<file path="src/rtl/io_copy_engine.sv">
`default_nettype none
// ============================================================================
// Module   : io_copy_engine
// Purpose  : Load/store bus initiator that moves a block of bytes from a
//            source to a destination address, one byte per two cycles.
// Revision : 1.0 - initial release
// ============================================================================
module io_copy_engine #(
  parameter int ADDR_W = 10,
  parameter int DATA_W = 8,
  parameter int LEN_W  = 10
) (
  input  logic              clk,
  input  logic              rst,
  input  logic              start,
  input  logic              abort,
  input  logic [ADDR_W-1:0] src_addr,
  input  logic [ADDR_W-1:0] dst_addr,
  input  logic [LEN_W-1:0]  length,
  output logic              en_load,
  output logic [ADDR_W-1:0] addr_load,
  input  logic [DATA_W-1:0] data_load,
  output logic              en_store,
  output logic [ADDR_W-1:0] addr_store,
  output logic [DATA_W-1:0] data_store,
  output logic              busy,
  output logic              done,
  output logic              aborted,
  output logic [LEN_W-1:0]  count
);

  typedef enum logic [1:0] {
    S_IDLE  = 2'd0,
    S_READ  = 2'd1,
    S_WRITE = 2'd2,
    S_DONE  = 2'd3
  } state_t;

  state_t              r_state;
  state_t              w_next;
  logic [ADDR_W-1:0]   r_src;
  logic [ADDR_W-1:0]   r_dst;
  logic [LEN_W-1:0]    r_len;
  logic [LEN_W-1:0]    r_idx;
  logic [DATA_W-1:0]   r_buf;
  logic [LEN_W-1:0]    r_count;
  logic                r_aborted;

  logic [LEN_W-1:0]    w_idx_inc;
  logic                w_last;
  logic [ADDR_W-1:0]   w_idx_addr;

  assign w_idx_inc  = r_idx + LEN_W'(1);
  assign w_last     = (w_idx_inc == r_len);
  // Offset is reduced to address width so src+idx wraps modulo 2^ADDR_W.
  assign w_idx_addr = ADDR_W'(r_idx);

  always_comb begin
    w_next = r_state;
    case (r_state)
      S_IDLE: begin
        if (start) begin
          w_next = (length == '0) ? S_DONE : S_READ;
        end
      end
      S_READ: begin
        w_next = abort ? S_DONE : S_WRITE;
      end
      S_WRITE: begin
        // An abort here still lets the current store complete.
        w_next = (abort || w_last) ? S_DONE : S_READ;
      end
      S_DONE: begin
        w_next = S_IDLE;
      end
      default: begin
        w_next = S_IDLE;
      end
    endcase
  end

  always_ff @(posedge clk or posedge rst) begin
    if (rst) begin
      r_state   <= S_IDLE;
      r_src     <= '0;
      r_dst     <= '0;
      r_len     <= '0;
      r_idx     <= '0;
      r_buf     <= '0;
      r_count   <= '0;
      r_aborted <= 1'b0;
    end else begin
      r_state <= w_next;
      case (r_state)
        S_IDLE: begin
          if (start) begin
            r_src     <= src_addr;
            r_dst     <= dst_addr;
            r_len     <= length;
            r_idx     <= '0;
            r_count   <= '0;
            r_aborted <= 1'b0;
          end
        end
        S_READ: begin
          r_buf <= data_load;
          if (abort) begin
            r_aborted <= 1'b1;
          end
        end
        S_WRITE: begin
          r_idx   <= w_idx_inc;
          r_count <= r_count + LEN_W'(1);
          if (abort) begin
            r_aborted <= 1'b1;
          end
        end
        default: begin
        end
      endcase
    end
  end

  always_comb begin
    en_load    = (r_state == S_READ);
    en_store   = (r_state == S_WRITE);
    addr_load  = '0;
    addr_store = '0;
    data_store = '0;
    if (en_load) begin
      addr_load = r_src + w_idx_addr;
    end
    if (en_store) begin
      addr_store = r_dst + w_idx_addr;
      data_store = r_buf;
    end
  end

  assign busy    = (r_state != S_IDLE);
  assign done    = (r_state == S_DONE);
  assign aborted = r_aborted;
  assign count   = r_count;

endmodule
`default_nettype wire
</file>
<file path="config.mk">
export PLATFORM = sky130hd
export DESIGN_NAME = io_copy_engine
export DESIGN_NICKNAME = d
export VERILOG_FILES = /design/src/rtl/io_copy_engine.sv
export SDC_FILE = /design/constraint.sdc
export NUM_CORES = 1
export LEC_CHECK = 0
export BUFFER_PORTS_ARGS = -buffer_cell sky130_fd_sc_hd__buf_4
export CAP_MARGIN = 25
export CELL_PAD_IN_SITES_DETAIL_PLACEMENT = 0
export CELL_PAD_IN_SITES_GLOBAL_PLACEMENT = 1
export CORE_UTILIZATION = 38
export CTS_BUF_LIST = sky130_fd_sc_hd__clkbuf_8 sky130_fd_sc_hd__clkbuf_16
export DETAILED_ROUTE_END_ITERATION = 10
export PLACE_DENSITY = 0.79
export SYNTH_ARGS = -nofsm -noshare
export SYNTH_HDL_FRONTEND = slang
export SYNTH_SLANG_ARGS = --single-unit
</file>
<file path="constraint.sdc">
create_clock -name clk -period 2.1 [get_ports clk]
set_clock_uncertainty 0.15 [all_clocks]
set_input_delay 0.105 -clock clk [delete_from_list [all_inputs] [get_ports clk]]
set_output_delay 0.105 -clock clk [all_outputs]
set_load 0.1 [all_outputs]
</file>
### After elaboration in Yosys (flattened, before gate mapping)

Cells that the tools add are included.

| cells by class | value |
|---|---|
| add/subtract/negate cells | 4 |
| equality and inequality tests | 6 |
| mux-type cells | 14 |
| reduce and logical (&&, ||, !) cells | 10 |

Operators by type and width:

| operator | count |
|---|---|
| 10-bit one-hot mux with 2 select lines | 2 |
| 10-bit two-way mux | 3 |
| 10-bit by 1-bit adder with 10-bit output, second input constant | 2 |
| 10-bit adder | 2 |
| 10-bit == test | 1 |
| 10-bit zero test | 1 |
| 8-bit two-way mux | 1 |
| 2-bit one-hot mux with 4 select lines | 1 |
| 2-bit two-way mux | 3 |
| 2-bit nonzero test | 3 |
| 2-bit == test, second input constant | 2 |
| 2-bit AND reduction | 2 |
| 1-bit two-way mux | 3 |
| 3-bit AND reduction | 1 |
| 2-bit by 1-bit == test with 1-bit output, second input constant | 1 |
| 2-bit zero test | 1 |
| 2-bit by 1-bit != test with 1-bit output, second input constant | 1 |
| 2-bit != test, second input constant | 1 |
| 1-bit one-hot mux with 2 select lines | 1 |
| 2-bit OR reduction | 1 |
| 1-bit logical OR | 1 |

| storage, ports and cells | value |
|---|---|
| flip-flop bits (word level) | 61 |
| input bits | 42 |
| output and inout bits | 43 |
| word-level logic and storage cells | 42 |

### Logic depth before layout (Yosys ltp)

| depth | value |
|---|---|
| depth in word-level cells | 5 |
| mapped depth | 9 |
| mapped depth without buffers | 8 |

### Worst setup path after synthesis

OpenSTA, ideal clock, no wires.

| timing path | value |
|---|---|
| kind | register to output |
| from | register r_state[0] |
| to | output port addr_store[4] |
| data arrival time | 3.928 ns |
| slack | -2.083 ns |
| stages on the path, launching flop included | 6 |
| buffers on the path | 1 |
| cell sequence | dfrtp_1 -> inv_1 -> ha_1 -> buf_2 -> inv_2 -> a211oi_1 |

| between the ends | value |
|---|---|
| word-level cells in the longest chain between the ends | 2 |

Ends and longest elaborated chain:

| element | RTL line | source |
|---|---|---|
| start, declared | 39 | `state_t r_state;` |
| start signal, assigned | 93 | `r_state <= w_next;` |
| 2-bit == test | 126 | `en_store = (r_state == S_WRITE);` |
| via en_store | 23 | `output logic en_store,` |
| 10-bit two-way mux | 133 | `if (en_store) begin` |
| end, declared | 24 | `output logic [ADDR_W-1:0] addr_store,` |

The timed path passes the listed nets, and every way through them passes these cells.

### Worst setup path after layout

| timing path | value |
|---|---|
| from | register r_idx[0] |
| to | output port addr_store[6] |

| between the ends | value |
|---|---|
| word-level cells in the longest chain between the ends | 2 |

Ends and longest elaborated chain:

| element | RTL line | source |
|---|---|---|
| start, declared | 44 | `logic [LEN_W-1:0] r_idx;` |
| start signal, assigned | 112 | `r_idx <= w_idx_inc;` |
| 10-bit adder | 134 | `addr_store = r_dst + w_idx_addr;` |
| 10-bit two-way mux | 133 |  |

Every way passes these cells.

==> results.txt <==
die width: 102 um
mapped cell area: 0.00380 mm2
Yosys cell types: 48
Die Span Y: 102 um
routability cong.: 0.819
Crit Path Class: register to output port
maximum number of pins on one net before global-route repair: 25
# clock sinks: 61
unrepaired setup endpoints after global routing: true
PortBufs: 84
fin crit share: 129%
CP required: 1.85 ns
failing checks: negative setup slack
worst hold slack: 0.128 ns
first-pass GRT wire length: 17.8 mm
H-tree levels: 3
number of synthesized register bits: 61
startpoint types: register
DRC viols: 0
Routed Antenna Nets: 0
PD cells: 1500 mW/mm2
slew at the pin with the worst max-slew slack: 0.493 ns
worst-path maximum fanout: 3
crit-path cells: ha_4 -> inv_2 -> fa_2 -> nor2b_4 -> o31a_1 -> o21a_1 -> nor3_1 -> buf_4 -> nor3_4 -> buf_12
TritonRoute pass-1 iters: 4
routed len/inst: 16.3 um
WL final: 11.5 mm
final setup margin: -0.606 ns
ys flop type: dfrtp_1
Area after DPL: 0.00534 mm2
Core ar.: 0.00973 mm2
design area: 0.00658 mm2
synthesis-to-finish area growth: 73.1%
DP Worst Slack: -0.339 ns
gate count of the mapped netlist: 381
CTS tree: done
vias in the first global route: 3517
initial DRC count: 132
number of inserted diodes: 0
maximum vdd drop: 864 uV
Crit path largest cell delay: 0.42 ns
post-DP HPWL: 7.67 mm
CP arrival: 2.45 ns
status: complete, but fails checks
antenna violations before repair: 0
family with the most delay on the worst path: adder cells
Async SR Flop Fraction: 100%
hold crit path type: primary input to register
max_slew headroom: 67.1%
GRT Total Usage: 22.6%
Crit-path slowest cell: dfrtp_2
Hold Vio Cnt, Final: 0
clock transition at the registers of the reported paths: 0.07 ns
clk_lat worst skew: 0.34 ns
Initial Utilization: 39.1%
Period minus WS final: 2.71 ns
WP buf/inv: 3
num rows: 36
max-cap violations: 0
fin nets: 639
fmax: 370 MHz
Final setup viols: 15
Leakage: 2.81 nW
Syn Nets: 449
layout cells sized above 1: 52.6%
via count: 3614
sequential share of the synthesized area: 40.1%
Post-synth EDFFs: 0
worst-case clock buffer depth: 2
Pins Over Slew Limit: 0
Root Driver: clkbuf_8
die area: 0.0104 mm2
CTS buffer count: 9
vias per inst: 5.10
IO Count: 85
yosys warns: 0
CP Capture Type: output port
gr ovfl total: 0
Syn Area/Cell: 9.98 um2
==> through the flow <==
step                      std cells  util, %  setup TNS [ns]  power, W
after floorplan                 381        -           -4.05   0.00636
after global placement          643     54.9           -2.28   0.00761
after detailed placement        643     54.9           -2.68   0.00772
after CTS                       704     65.7           -5.12   0.00951
after global routing            709     67.6           -6.63    0.0104
final                           709     67.6           -5.25   0.00988
==> area by class of cell <==
cell class	instances	area [um2]
tap	133	166
sequential	61	1530
multi-input combinational	290	2800
clock inverter	6	38.8
timing repair buffer	193	1830
clock buffer	10	138
inverter	16	80.1
fill	709	3150
==> worst register-to-register path, delay by kind of cell, from the launching register on <==
kind                       cells  cell delay, ns
AOI/OAI and AO/OA              1            0.16
and+or+nand+nor                3            0.55
DFF                            1            0.44
adders and majority gates      1            0.28
buffers and inverters          2            0.27
xor gates and xnor gates       1            0.10
==> report_power, final <==
group / switching, W / internal (W) / leakage (nW)
Clock: 0.000492 / 0.000455 / 0.0880
Combinational: 0.00410 / 0.00285 / 1.97
Sequential: 0.000357 / 0.00163 / 0.754
==> sequential cells by signal (all words and copies together) (netlist names) <==
name / flops
aborted: 1
r_len: 10
r_dst: 10
r_src: 10
r_state: 2
r_buf: 8
count: 10
r_idx: 10
==> metal layers <==
| metal | GRT usage (%) | vias up | part of all wire, % |
|---|---|---|---|
| li1 | - | 1735 | - |
| met1 | 28.3 | 1763 | 41 |
| met2 | 37.7 | 92 | 52 |
| met3 | 4.72 | 24 | 4.0 |
| met4 | 10.1 | 0 | 3.1 |
| met5 | 0 | - | 0 |
==> cells in the final DEF, fill, tap and decap left out, types with 6 or more instances in the layout <==
cell,n
nand3_1,6
clkbuf_8,10
and2_2,10
nand2_1,24
mux2_2,39
buf_12,18
buf_4,122
nor2_4,9
nand4_1,10
ha_1,9
o21a_1,9
a21oi_1,11
xnor2_1,11
o21ai_0,19
dfrtp_1,58
o21ai_4,6
ha_4,13
inv_1,8
xor2_1,15
dlygate4sd3_1,41
nor2_1,14
buf_6,11
==> path summary, 6_finish.rpt <==
path,start,to,slack (ns),cells past startpoint
setup / recovery,r_idx[0],addr_store[6],-0.61,10
min in group asynchronous,rst,r_buf[3],0.20,3
hold / removal,start,r_state[0],0.13,4
max in group asynchronous,rst,r_state[1],0.89,4
setup reg to reg,r_idx[1],r_state[1],0.07,8
hold reg to reg,r_buf[0],r_buf[0],0.35,1
==> logic make-up (layout without fill, tap and decap cells) <==
| group | after synthesis | after routing | share of synthesized area [%] |
|---|---|---|---|
| compound gates | 78 | 78 | 12.7 |
| xor+xnor | 32 | 32 | 7.37 |
| fa+ha+maj | 26 | 26 | 8.95 |
| buf+inv | 30 | 225 | 3.36 |
| flops | 61 | 61 | 40.1 |
| mux | 43 | 43 | 12.7 |
| simple gates | 111 | 111 | 14.8 |
==> synthesized netlist by cell type (4+ instances only) <==
master | instances | area, um2
dfrtp_1 | 61 | 1530
mux2_2 | 39 | 439
o21ai_0 | 28 | 140
nand2_1 | 25 | 93.8
nor2_1 | 25 | 93.8
ha_1 | 24 | 300
xor2_1 | 18 | 158
inv_1 | 15 | 56.3
a21oi_1 | 14 | 70.1
xnor2_1 | 14 | 123
and2_1 | 11 | 68.8
nor3_1 | 11 | 55.1
nand4_1 | 10 | 62.6
o21a_1 | 9 | 67.6
buf_2 | 8 | 40.0
nand3_1 | 8 | 40.0
a211oi_1 | 6 | 45.0
clkbuf_1 | 4 | 15.0
nor2b_1 | 4 | 25.0
or3_1 | 4 | 25.0
==> timing repair <==
action / in CTS / in global routing
resized for setup: 93 / 30
hold endpoints to repair: 59 / 0
buffers inserted: 7 / 6
pin swaps: 28 / 24
hold buffers: 41 / 0
endpoints found under the setup margin: 18 / 27
(Power assumes the default switching activity.)
